===== config.mk =====
export PLATFORM = sky130hd
export DESIGN_NAME = get_legendre_segment_barrel_mul_pipe
export DESIGN_NICKNAME = d
export VERILOG_FILES = /design/src/rtl/get_legendre_mul_pkg.sv /design/src/rtl/get_legendre_segment_barrel_mul_fit.sv /design/src/rtl/get_legendre_segment_barrel_mul_pipe.sv
export SDC_FILE = /design/constraint.sdc
export NUM_CORES = 1
export LEC_CHECK = 0
export ABC_AREA = 1
export BUFFER_PORTS_ARGS = -buffer_cell sky130_fd_sc_hd__buf_2
export CORE_MARGIN = 3
export CORE_UTILIZATION = 30
export DETAILED_ROUTE_END_ITERATION = 10
export PLACE_DENSITY = 0.45
export RECOVER_POWER = 50
export SLEW_MARGIN = 25
export SYNTH_ARGS = -nofsm -noshare
export SYNTH_HDL_FRONTEND = slang
export SYNTH_HIERARCHICAL = 1
export SYNTH_SLANG_ARGS = --single-unit

===== constraint.sdc =====
create_clock -name ap_clk -period 1.95 [get_ports ap_clk]
set_input_delay 0.585 -clock ap_clk [delete_from_list [all_inputs] [get_ports ap_clk]]
set_output_delay 0.585 -clock ap_clk [all_outputs]
set_load 0.1 [all_outputs]

===== src/rtl/get_legendre_mul_pkg.sv =====
// rtl/get_legendre_mul_pkg.sv - shared widths, fit modes and P_WIDTH range helpers
package get_legendre_mul_pkg;

  typedef enum logic {
    FIT_WRAP = 1'b0,
    FIT_SAT  = 1'b1
  } fit_mode_e;

  // Wide enough to hold any product plus a sign bit for comparisons.
  localparam int RANGE_W   = 136;
  localparam int MAX_STAGE = 8;

  function automatic int full_width(input int a_w, input int b_w);
    return a_w + b_w;
  endfunction

  function automatic logic signed [RANGE_W-1:0] range_max(input bit is_signed, input int p_w);
    logic signed [RANGE_W-1:0] one;
    one = {{(RANGE_W-1){1'b0}}, 1'b1};
    return is_signed ? (one <<< (p_w - 1)) - one : (one <<< p_w) - one;
  endfunction

  function automatic logic signed [RANGE_W-1:0] range_min(input bit is_signed, input int p_w);
    logic signed [RANGE_W-1:0] one;
    one = {{(RANGE_W-1){1'b0}}, 1'b1};
    return is_signed ? -(one <<< (p_w - 1)) : '0;
  endfunction

endpackage


===== src/rtl/get_legendre_segment_barrel_mul_fit.sv =====
// rtl/get_legendre_segment_barrel_mul_fit.sv - post-shift, overflow detect and wrap/saturate
module get_legendre_segment_barrel_mul_fit
  import get_legendre_mul_pkg::*;
#(
  parameter int        FULL_W     = 44,
  parameter int        P_WIDTH    = 32,
  parameter int        SIGNED_RES = 0,
  parameter int        SHIFT      = 0,
  parameter fit_mode_e MODE       = FIT_WRAP
) (
  input  logic [FULL_W-1:0]  full_i,
  output logic [P_WIDTH-1:0] p_o,
  output logic               ovf_o
);

  localparam bit IS_S = (SIGNED_RES != 0);
  localparam logic signed [RANGE_W-1:0] P_MAX = range_max(IS_S, P_WIDTH);
  localparam logic signed [RANGE_W-1:0] P_MIN = range_min(IS_S, P_WIDTH);

  logic [FULL_W-1:0]         s;
  logic signed [RANGE_W-1:0] s_ext;
  logic                      over_hi;
  logic                      under_lo;

  always_comb begin
    if (IS_S) begin
      s = $signed(full_i) >>> SHIFT;
    end else begin
      s = full_i >> SHIFT;
    end
    s_ext = {{(RANGE_W-FULL_W){IS_S & s[FULL_W-1]}}, s};
  end

  generate
    if (P_WIDTH >= FULL_W) begin : g_fits
      assign over_hi  = 1'b0;
      assign under_lo = 1'b0;
    end else begin : g_narrow
      assign over_hi  = s_ext > P_MAX;
      assign under_lo = s_ext < P_MIN;
    end
  endgenerate

  assign ovf_o = over_hi | under_lo;

  always_comb begin
    p_o = s_ext[P_WIDTH-1:0];
    if (MODE == FIT_SAT) begin
      if (over_hi) begin
        p_o = P_MAX[P_WIDTH-1:0];
      end else if (under_lo) begin
        p_o = P_MIN[P_WIDTH-1:0];
      end
    end
  end

endmodule


===== src/rtl/get_legendre_segment_barrel_mul_pipe.sv =====
// rtl/get_legendre_segment_barrel_mul_pipe.sv - pipelined multiplier with valid/ready and tag
module get_legendre_segment_barrel_mul_pipe
  import get_legendre_mul_pkg::*;
#(
  parameter int A_WIDTH   = 26,
  parameter int B_WIDTH   = 18,
  parameter int P_WIDTH   = 32,
  parameter int NUM_STAGE = 3,
  parameter int SIGNED_A  = 0,
  parameter int SIGNED_B  = 0,
  parameter int SHIFT     = 0,
  parameter int SAT       = 0,
  parameter int TAG_WIDTH = 8
) (
  input  logic                 ap_clk,
  input  logic                 ap_rst_n,
  input  logic                 in_valid,
  output logic                 in_ready,
  input  logic [A_WIDTH-1:0]   in_a,
  input  logic [B_WIDTH-1:0]   in_b,
  input  logic [TAG_WIDTH-1:0] in_tag,
  output logic                 out_valid,
  input  logic                 out_ready,
  output logic [P_WIDTH-1:0]   out_p,
  output logic                 out_ovf,
  output logic [TAG_WIDTH-1:0] out_tag
);

  localparam int        FW   = full_width(A_WIDTH, B_WIDTH);
  localparam int        NS   = NUM_STAGE;
  localparam int        SRES = ((SIGNED_A != 0) || (SIGNED_B != 0)) ? 1 : 0;
  localparam fit_mode_e MODE = (SAT != 0) ? FIT_SAT : FIT_WRAP;

  logic [NS-1:0]        v_q;
  logic [NS-1:0]        v_d;
  logic [NS-1:0]        adv;
  logic [NS-1:0]        ld;
  logic [TAG_WIDTH-1:0] tag_q [NS];
  logic [FW-1:0]        a_ext;
  logic [FW-1:0]        b_ext;
  logic [FW-1:0]        prod;
  logic [FW-1:0]        fit_in;
  logic                 last_src_v;
  logic [P_WIDTH-1:0]   fit_p;
  logic                 fit_ovf;
  logic [P_WIDTH-1:0]   p_q;
  logic                 ovf_q;

  // Modulo-2^FW product of the extended operands is the exact two's complement result.
  assign a_ext = {{(FW-A_WIDTH){in_a[A_WIDTH-1] & (SIGNED_A != 0)}}, in_a};
  assign b_ext = {{(FW-B_WIDTH){in_b[B_WIDTH-1] & (SIGNED_B != 0)}}, in_b};
  assign prod  = a_ext * b_ext;

  // Bubble-collapsing: a stage may load whenever it is empty or its content moves on.
  always_comb begin
    adv      = '0;
    ld       = '0;
    v_d      = v_q;
    adv[NS-1] = out_ready;
    for (int i = NS - 2; i >= 0; i--) begin
      adv[i] = !v_q[i+1] || adv[i+1];
    end
    ld = ~v_q | adv;
    if (ld[0]) begin
      v_d[0] = in_valid;
    end
    for (int i = 1; i < NS; i++) begin
      if (ld[i]) begin
        v_d[i] = v_q[i-1];
      end
    end
  end

  assign in_ready = ld[0];

  always_ff @(posedge ap_clk or negedge ap_rst_n) begin
    if (!ap_rst_n) begin
      v_q <= '0;
    end else begin
      v_q <= v_d;
    end
  end

  always_ff @(posedge ap_clk or negedge ap_rst_n) begin
    if (!ap_rst_n) begin
      for (int i = 0; i < NS; i++) begin
        tag_q[i] <= '0;
      end
    end else begin
      if (in_valid && ld[0]) begin
        tag_q[0] <= in_tag;
      end
      for (int i = 1; i < NS; i++) begin
        if (ld[i] && v_q[i-1]) begin
          tag_q[i] <= tag_q[i-1];
        end
      end
    end
  end

  generate
    if (NS > 1) begin : g_deep
      logic [FW-1:0] full_q [NS-1];

      always_ff @(posedge ap_clk or negedge ap_rst_n) begin
        if (!ap_rst_n) begin
          for (int i = 0; i < NS - 1; i++) begin
            full_q[i] <= '0;
          end
        end else begin
          if (in_valid && ld[0]) begin
            full_q[0] <= prod;
          end
          for (int i = 1; i < NS - 1; i++) begin
            if (ld[i] && v_q[i-1]) begin
              full_q[i] <= full_q[i-1];
            end
          end
        end
      end

      assign fit_in     = full_q[NS-2];
      assign last_src_v = v_q[NS-2];
    end else begin : g_single
      assign fit_in     = prod;
      assign last_src_v = in_valid;
    end
  endgenerate

  get_legendre_segment_barrel_mul_fit #(
    .FULL_W    (FW),
    .P_WIDTH   (P_WIDTH),
    .SIGNED_RES(SRES),
    .SHIFT     (SHIFT),
    .MODE      (MODE)
  ) u_fit (
    .full_i(fit_in),
    .p_o   (fit_p),
    .ovf_o (fit_ovf)
  );

  // Final stage only loads when it can advance, so a stalled result holds still.
  always_ff @(posedge ap_clk or negedge ap_rst_n) begin
    if (!ap_rst_n) begin
      p_q   <= '0;
      ovf_q <= 1'b0;
    end else if (ld[NS-1] && last_src_v) begin
      p_q   <= fit_p;
      ovf_q <= fit_ovf;
    end
  end

  assign out_valid = v_q[NS-1];
  assign out_p     = p_q;
  assign out_ovf   = ovf_q;
  assign out_tag   = tag_q[NS-1];

endmodule


* Yosys cells after proc, flatten, opt, wreduce, memory -nomap -nowiden
Index checks and enable logic that the tools add are counted.
W data, S select, Z words.
** Storage, ports and cells
- Bits in registers :: 148
- Bits of input ports :: 56
- Output and inout bits :: 43
- Word-level logic and storage cells :: 23
** Operators by class
- Multiply operators :: 1
- Order comparisons :: 2
- Bitwise gates (word level) :: 3
- Reduce and logical (&&, ||, !) cells :: 7
** Operators with widths (count)
- $gt A44 B32 Y1 const B :: 1
- $lt A44 B1 Y1 const B :: 1
- $mul A26 B18 Y44 :: 1
- $logic_and A1 B1 Y1 :: 3
- $not A3 Y3 :: 1
- $or A3 B3 Y3 :: 1
- $logic_not A1 Y1 :: 2
- $logic_or A1 B1 Y1 :: 2
- $or A1 B1 Y1 :: 1

* Longest topological paths before layout
Gate-level depths: netlist of the first run.
- Word-level depth :: 5
- Gate-level depth with buffers :: 30
- Mapped depth without buffers :: 28

* Cells and area by module
Netlist of the first run, hierarchy kept.
** By module, submodules not included
- get_legendre_segment_barrel_mul_pipe :: instances 1, cells each 2680, area each 21465.6 µm², seq. area each 3703.6 µm²
- get_legendre_segment_barrel_mul_fit :: instances 1, cells each 43, area each 284.0 µm², seq. area each 0.0 µm²

* Least setup slack after synthesis of the first run
No wires, ideal clock.
- Kind :: input-to-reg
- From :: input in_a[7]
- To :: register g_deep.full_q[74] in the netlist's numbering
- Arrival :: 5541 ps
- Path slack :: -3708 ps
- Stages :: 25
- Cells stage by stage :: clkbuf_1 -> clkbuf_1 -> nand2_1 -> fa_1 -> inv_1 -> fa_1 -> inv_1 -> fa_1 -> inv_1 -> fa_1 -> fa_1 -> inv_1 -> fa_1 -> inv_1 -> ha_1 -> nand2_1 -> inv_1 -> a21oi_1 -> nor2_1 -> nor2_1 -> nand2_2 -> nand2_1 -> nand3_1 -> nand3_1 -> nand2_1
** Between the ends
- Longest elaborated chain between the ends :: 1
** RTL lines
- start, declared :: line get_legendre_segment_barrel_mul_pipe.sv:19 : input logic [A_WIDTH-1:0] in_a,
- $mul A26 B18 Y44 :: line get_legendre_segment_barrel_mul_pipe.sv:52 : assign prod = a_ext * b_ext;
- end signal, assigned by index :: line get_legendre_segment_barrel_mul_pipe.sv:116 : full_q[i] <= full_q[i-1];
- end, declared :: line get_legendre_segment_barrel_mul_pipe.sv:103 : logic [FW-1:0] full_q [NS-1];
No other way between the ends.
A chain may end at the register's enable or synchronous reset.

* Worst setup path in the final report of the first run
- From :: input in_a[13]
- To :: register g_deep.full_q[81] in the netlist's numbering
Same word-level chain as after synthesis.

==> impl_metrics.csv, run 1 <==
group,metric,value,unit
global_routing,track_usage,0.1704,
place,dp_cells,3818,
routing,vias_per_cell,4.372,
global_routing,grt_max_degree,48,
yosys,synth_nets,3281,
layout,layout_common_cells,"inv_1 (670), nand2_1 (628), fa_1 (357)",
place,gp_congestion,0.8459,
global_routing,antenna_found_initial,0,
yosys,synth_top_family_by_area,"adder cells",
yosys,synth_xor_area_frac,0.007248,
layout,fin_cells,3916,
cts,cts_inserted_buffers,17,
timing,setup_violations,42,
routing,vias,17122,
timing,finClkSkew,0.008878,ns
timing,fin_crit,5.164,ns
yosys,synthDistinctLibCells,28,
critical_path,crit_path_start_kind,"input port",
routing,drt_iter0_markers,790,
critical_path,worstPathRequired,2.25,ns
critical_path,crit_type,"in -> reg",
routing,wl_per_cell,15.94,um
die,coreArea,0.07161,mm^2
critical_path,crit_arrival,5.47,ns
place,port_buffers,98,
die,dieArea,0.07577,mm^2
timing,finalHoldViolCount,0,
yosys,synth-simple-area-share,0.1714,
die,pin_count,99,
cts,cts.clk_slew.worst_paths,0.06,ns
yosys,netlist_area,0.02175,mm^2
global_routing,grt_pass1_vias,19026,
yosys,synth.avg_cell_area,7.987,um^2
yosys,synth_adder_area_share,0.4213,
cts,clockBufferDepth,2,
routing,drc,0,
timing,max_freq,193.7,MHz
die,num_rows,98,
cts,clk_latency,0.42,ns
yosys,synth_mux_area_frac,0.03728,
place,hpwl,50530,um
critical_path,cp-end-kind,"flip-flop",
timing,slew_viol_final,0,
run,drv_cap,0,
global_routing,grt_pass1_wl,102500,um
die,start_util,0.3037,
yosys,syn_inst,2723,
layout,syn_to_final_growth,32.21,%
die,die_y,275.3,um
timing,fin_crit_sh,2.648,
cts,root_buffer,"clkbuf_16",
yosys,synth_compound_area_frac,0.02422,
routing,totalWireLength,62440,um
timing,tightest_slew,0.8721,ns
yosys,yosys_warnings,6,
layout,final_common_cell,"inv_1",
timing,fin_ws,-3.214,ns
timing,rsz0062_at_grt,"true",
hold_path,worstHoldPathType,"in -> async",
routing,detail-route-antenna-nets,0,
status,status,"finished, violations left",
critical_path,critical_path.max_fanout,9,
cts,tritoncts,"done",
yosys,ys_ff_latch,148,
global_routing,grt_overflow_total,0,
layout,nets,3511,
cts,h-tree-depth,4,
cts,numClockSinks,148,
critical_path,r2r_setup_slack,0.31,ns
timing,relSlewSlack,0.4186,
layout,drive_above_1_share,0.3166,
die,fp.dieW,275.3,um
layout,n_antenna_cell,0,
status,violations,"setup timing",
routing,drt_pass1_iterations,5,
yosys,yosysSeqAreaShare,0.1703,
[logic make-up after synthesis]
family          count (synthesis)
flops                         148
fa+ha+maj                     502
compound gates                102
simple gates                  951
buf+inv                       930
mux                            72
xor+xnor                       18
[flip-flops by register name, indices dropped and copies added (netlist names)]
name	cells
fit_in	44
g_deep.full_q	44
out_p	32
tag_q	16
out_tag	8
v_q	3
out_ovf	1
[critical path, stage by stage]
cell and delay, ns:
buf_12 0.12, buf_6 0.11, buf_6 0.11, nand2_1 0.06, inv_2 0.04, fa_1 0.50
fa_1 0.53, fa_1 0.54, fa_1 0.54, fa_1 0.53, inv_2 0.04, fa_1 0.51
inv_2 0.05, ha_4 0.27, nand2_4 0.11, inv_2 0.04, nand2_2 0.07, nand3_4 0.09
a21oi_4 0.15, nor2_2 0.05, nor2_1 0.14, nand3_1 0.11, nand3_2 0.11, nand2_1 0.05
[timing repair]
action                                  in CTS  in global routing
cloned                                       7                  1
pin swaps                                  173                151
gates resized for setup                    441                241
setup buffers                               45                 24
endpoints found under the setup margin      43                 43
hold buffers                                 0                  0
[metal layers]
metal	up-vias	GRT usage	wire, um
met5	-	0	0
met4	0	0.02835	801
met3	61	0.01408	1675
met2	278	0.2987	31050
met1	8650	0.2333	28910
li1	8133	-	-
[worst paths after layout]
check                                        from           endpoint  cells past startpoint
worst min-delay path                     ap_rst_n  g_deep.full_q[44]                      1
worst min register to register  g_deep.full_q[74]  g_deep.full_q[74]                      2
worst max-delay path                     in_a[13]  g_deep.full_q[81]                     24
worst max register to register             v_q[2]  g_deep.full_q[74]                      8
min in group ap_clk                     in_tag[0]          tag_q[16]                      3
max in group asynchronous                ap_rst_n         fit_in[21]                      2
[per-stage QoR]
stage          setup slack (ns)  utilization  hold WS (ns)  cell area, um^2  TNS (ns)
2_1_floorplan            -3.277            -        0.2894            23170   -116.98
3_3_place_gp             -4.007       0.3501        0.4636            25070   -144.09
3_5_place_dp             -4.026       0.3501        0.4686            25070   -145.56
4_1_cts                  -3.154       0.3884       0.05945            27810   -112.15
5_1_grt                  -3.358       0.4016        0.3295            28760   -119.54
6_report                 -3.214       0.4016        0.2822            28760   -113.53
[synthesized netlist by cell type (all sizes together)]
cell type	count	area, um^2
and2	1	6.260
o22ai	5	31.28
a21oi	30	150.1
o21ai	63	315.3
clkbuf	102	382.9
dfrtp	148	3704
o21bai	2	15.01
nor2	81	319.0
o21a	2	15.01
inv	763	2864
ha	118	1476
nand3b	4	30.03
fa	384	7687
nor3	5	25.02
nand4	1	6.260
nand3	52	290.3
buf	65	411.7
mux2	72	810.8
xor2	3	26.28
xnor2	15	131.4
nand2	807	3052
[cell type report]
cell class / instances / area, um^2
clock buffer: 18 / 439.2
clock inverter: 14 / 141.4
fill: 7285 / 42850
inverter: 763 / 2884
multi-input combinational: 1645 / 16530
sequential: 148 / 3707
tap: 950 / 1189
timing repair buffer: 378 / 3864
Power of run 1 is not shown: default switching activity piles up to over one toggle a cycle in this logic, so the estimate is an artifact.
==> run 2: changes to the inputs <==
==> constraint.sdc (replaced) <==
create_clock -name ap_clk -period 5.1 [get_ports ap_clk]
set_input_delay 1.53 -clock ap_clk [delete_from_list [all_inputs] [get_ports ap_clk]]
set_output_delay 1.53 -clock ap_clk [all_outputs]
set_load 0.1 [all_outputs]
==> run 2 against run 1 <==
Net effect:
- the flow finishes with violations (capacitance limit, slew limit, setup timing)
- critical endpoint is now g_deep.full_q[74]
- final cell count is 0.49% lower
- clock skew is 0.00072 ns lower
- register-to-register slack better by 2.4 ns
==> impl_metrics.csv, run 2 (synthesized netlist as in run 1, its figures left out) <==
group,metric,value,unit
critical_path,crit_type,"in -> reg",
critical_path,cp-end-kind,"flip-flop",
timing,finClkSkew,0.008158,ns
routing,drc,0,
layout,final_cell_area,0.02800,mm^2
global_routing,grt_pass1_wl,99770,um
critical_path,crit_arrival,6.38,ns
critical_path,worst_path_most_repeated_cell,"fa_1",
die,num_rows,98,
layout,final_common_cell,"inv_1",
die,dieArea,0.07577,mm^2
die,pin_count,99,
die,die_y,275.3,um
timing,tns,-27.80,ns
routing,drt_iter0_markers,792,
place,dpl_cell_area,0.02483,mm^2
global_routing,antenna_found_initial,0,
critical_path,regToRegEndpoint,"out_p[21]",
timing,max_freq,164.6,MHz
place,gp_congestion,0.8756,
cts,root_buffer,"clkbuf_16",
critical_path,critical_path.max_fanout,7,
routing,vias_per_cell,4.326,
layout,syn_to_final_growth,28.74,%
layout,nets,3492,
critical_path,crit_path_start_kind,"input port",
layout,layout_common_cells,"inv_1 (684), nand2_1 (670), fa_1 (353)",
timing,setup_violations,35,
die,start_util,0.3037,
timing,fin_ws,-0.9765,ns
layout,drive_above_1_share,0.2857,
place,port_buffers,98,
critical_path,r2r_setup_slack,2.76,ns
cts,cts_inserted_buffers,17,
global_routing,grt_overflow_total,0,
timing,finalHoldViolCount,0,
routing,totalWireLength,61660,um
layout,n_antenna_cell,0,
timing,slew_viol_final,123,
critical_path,rr_startpoint,"v_q[2]",
cts,tritoncts,"done",
critical_path,r2r_cells,3,
die,coreArea,0.07161,mm^2
cts,clk_latency,0.42,ns
critical_path,worstPathRequired,5.40,ns
layout,fillers,7356,
global_routing,track_usage,0.1654,
global_routing,grt_pass1_vias,18322,
status,status,"finished, violations left",
cts,cts.clk_slew.worst_paths,0.06,ns
global_routing,grt_max_degree,80,
timing,rsz0062_at_grt,"true",
cts,clockBufferDepth,2,
timing,fin_crit,6.077,ns
cts,h-tree-depth,4,
routing,detail-route-antenna-nets,0,
timing,relSlewSlack,-0.3723,
hold_path,worstHoldPathType,"reg -> reg",
die,fp.dieW,275.3,um
routing,drt_pass1_iterations,5,
timing,fin_crit_sh,1.191,
hold_path,min_to,"g_deep.full_q[75]",
status,violations,"capacitance limit, slew limit, setup timing",
critical_path,cp_slowest_cell,"fa_1",
timing,tightest_slew,2.058,ns
place,hpwl,50330,um
routing,vias,16859,
hold_path,whs_path_depth,2,
critical_path,critPathMaxStageDelay,0.52,ns
cts,numClockSinks,148,
run,drv_cap,2,
routing,wl_per_cell,15.82,um
hold_path,hold_start,"g_deep.full_q[75]",
## run 2: cell types whose count changed in the layout (fill, tap and decap cells not counted), sizes merged
| cell | before | now |
|---|---|---|
| bufbuf | 3 | 2 |
| buf | 369 | 348 |
| inv | 768 | 770 |
| clkbuf | 24 | 27 |
| bufinv | 1 | 2 |
| clkinv | 4 | 2 |
| clkinvlp | 4 | 3 |
## run 2: per-layer routing
metal / global-route usage / vias up / share of wire
li1: - / 8084 / -
met4: 0.02223 / 0 / 0.012
met2: 0.2755 / 282 / 0.47
met1: 0.2382 / 8450 / 0.48
met3: 0.01756 / 43 / 0.034
met5: 0 / - / 0
## run 2: area by class of cell
| type | instances | area [um^2] | area share |
|---|---|---|---|
| clock buffer | 18 | 429.2 | 0.01533 |
| tap | 950 | 1189 | 0.04245 |
| sequential | 148 | 3704 | 0.1323 |
| clock inverter | 14 | 166.4 | 0.005943 |
| inverter | 763 | 2877 | 0.1027 |
| multi-input combinational | 1645 | 16150 | 0.5769 |
| timing repair buffer | 359 | 3482 | 0.1244 |
## run 2: worst max-delay path by stage
| stage | from | endpoint | slack, ns |
|---|---|---|---|
| 6_report | in_b[11] | g_deep.full_q[74] | -0.98 |
| 3_3_place_gp | in_b[9] | g_deep.full_q[74] | -1.79 |
| 2_1_floorplan | in_b[11] | g_deep.full_q[75] | -1.07 |
| 5_1_grt | in_a[9] | g_deep.full_q[74] | -1.16 |
| 4_1_cts | in_b[13] | g_deep.full_q[74] | -0.96 |
| 3_5_place_dp | in_b[9] | g_deep.full_q[74] | -1.86 |
## run 2: worst max-delay path, delay by kind of cell
kind                     cells  cell delay [ns]
adder cells (fa/ha/maj)      7             3.31
AND/OR/NAND/NOR             10             0.88
buffers and inverters        8             0.64
## run 2: through the flow
step,instances,utilization,hold slack (ns),setup slack (ns)
after floorplan,2723,-,0.4452,-1.072
after global placement,3806,0.3467,0.4624,-1.793
after detailed placement,3806,0.3468,0.4670,-1.859
after CTS,3874,0.3764,0.4806,-0.9639
after global routing,3897,0.3910,0.5048,-1.160
final,3897,0.3910,0.4781,-0.9765
## run 2: timing repair
item,4_1_cts,5_1_grt
gates resized for setup,317,243
hold buffers,0,0
endpoints found under the setup margin,37,37
pin swaps,134,120
cloned,4,5
buffers inserted,34,21
Power of run 2 is left out for the same reason.
==> run 3: changes to the inputs <==
--- a/config.mk
+++ b/config.mk
@@ -8,9 +8,9 @@
 export ABC_AREA = 1
 export BUFFER_PORTS_ARGS = -buffer_cell sky130_fd_sc_hd__buf_2
 export CORE_MARGIN = 3
-export CORE_UTILIZATION = 30
+export CORE_UTILIZATION = 50
 export DETAILED_ROUTE_END_ITERATION = 10
-export PLACE_DENSITY = 0.45
+export PLACE_DENSITY = 0.67
 export RECOVER_POWER = 50
 export SLEW_MARGIN = 25
 export SYNTH_ARGS = -nofsm -noshare
==> run 3 against run 2 <==
Net effect:
- the flow still finishes with violations (capacitance limit, slew limit, setup timing)
- wire length fell by 8.3%
- non-clock buffer count fell by 28
- register-to-register slack got worse by 0.26 ns
- critical path depth rose by 1
- clock-buffer cell count rose by 2
- maximum frequency fell by 0.54%
- critical path type unchanged
==> impl_metrics.csv, run 3 (synthesized netlist as in run 1, its figures left out) <==
group,metric,value,unit
hold_path,whs_path_depth,2,
global_routing,grt_pass1_vias,18890,
critical_path,cp-end-kind,"flip-flop",
die,pin_count,99,
routing,drt_pass1_iterations,6,
layout,nets,3464,
timing,rsz0062_at_grt,"true",
cts,root_buffer,"clkbuf_16",
critical_path,crit_path_start_kind,"input port",
cts,cts.clk_slew.worst_paths,0.06,ns
cts,tritoncts,"done",
run,drv_cap,1,
timing,max_freq,163.7,MHz
layout,n_antenna_cell,0,
layout,final_cell_area,0.02667,mm^2
global_routing,grt_pass1_wl,93700,um
timing,tightest_slew,2.598,ns
critical_path,crit_type,"in -> reg",
global_routing,grt_overflow_total,0,
routing,wl_per_cell,16.17,um
die,fp.dieW,214.6,um
timing,fin_ws,-1.010,ns
timing,tns,-29.17,ns
hold_path,worstHoldPathType,"reg -> reg",
global_routing,track_usage,0.2488,
layout,layout_common_cells,"inv_1 (713), nand2_1 (704), fa_1 (369)",
layout,syn_to_final_growth,22.61,%
timing,finClkSkew,0.005282,ns
place,port_buffers,98,
routing,totalWireLength,56520,um
place,gp_congestion,0.9344,
critical_path,r2r_cells,6,
critical_path,cp_slowest_cell,"fa_1",
cts,numClockSinks,148,
cts,cts_hold_buf,0,
die,num_rows,75,
place,dpl_cell_area,0.02418,mm^2
timing,finalHoldViolCount,0,
critical_path,critPathMaxStageDelay,0.56,ns
die,dieArea,0.04604,mm^2
layout,fillers,3652,
timing,whs,0.4775,ns
critical_path,critical_path.max_fanout,5,
critical_path,worstPathRequired,5.40,ns
cts,clk_latency,0.41,ns
routing,drc,0,
timing,slew_viol_final,108,
die,coreArea,0.04242,mm^2
place,hpwl,45070,um
critical_path,crit_arrival,6.41,ns
routing,drt_iter0_markers,1097,
routing,detail-route-antenna-nets,0,
global_routing,grt_max_degree,108,
routing,vias,17340,
die,start_util,0.5128,
timing,setup_violations,36,
cts,h-tree-depth,4,
layout,multiInputGateArea,0.01576,mm^2
layout,regArea,0.003704,mm^2
routing,vias_per_cell,4.961,
layout,fin_util,0.6287,
global_routing,antenna_found_initial,1,
timing,fin_crit_sh,1.198,
die,die_y,214.6,um
layout,drive_above_1_share,0.2495,
status,status,"finished, violations left",
cts,cts_inserted_buffers,17,
status,violations,"capacitance limit, slew limit, setup timing",
cts,clockBufferDepth,2,
timing,fin_crit,6.110,ns
layout,final_common_cell,"inv_1",
timing,relSlewSlack,-0.7322,
-- run 3: per-stage QoR --
step	setup WS, ns	std cells
detailed placement	-1.895	3421
CTS	-0.9451	3475
global route	-1.197	3495
global placement	-1.818	3421
finish	-1.010	3495
floorplan	-1.072	2723
-- run 3: worst paths after layout --
check / from / endpoint / slack, ns
setup / recovery: in_a[5] / g_deep.full_q[82] / -1.01
hold / removal: g_deep.full_q[87] / g_deep.full_q[87] / 0.48
setup reg to reg: v_q[2] / fit_in[14] / 2.50
hold reg to reg: g_deep.full_q[87] / g_deep.full_q[87] / 0.48
max in group asynchronous: ap_rst_n / fit_in[3] / 1.08
min in group asynchronous: ap_rst_n / out_p[14] / 1.89
-- run 3: area by class of cell --
cell class	instances	area share
Multi-Input combinational cell	1645	0.5911
Sequential cell	148	0.1389
Timing Repair Buffer	331	0.1121
Inverter	763	0.1077
Tap cell	577	0.02707
Clock buffer	20	0.01750
Clock inverter	11	0.005583
-- run 3: critical path, delay by kind of cell --
family / cells / cell delay (ns)
buffers and inverters: 7 / 0.47
and+or+nand+nor: 12 / 1.08
adders and majority gates: 7 / 3.31
-- run 3: repair_timing --
action | CTS | global route
gates resized for setup | 243 | 170
pin swaps | 96 | 122
cloned | 1 | 4
buffers inserted | 24 | 18
setup endpoints to repair | 37 | 35
-- run 3: layer usage --
layer  share of wire  GRT usage  up-vias
met5               0          0        -
met4           0.027    0.05988        0
met3           0.056    0.02891      115
met2            0.51     0.4415      514
met1            0.41     0.3278     8676
li1                -          -     8035
Power of run 3 is left out for the same reason.
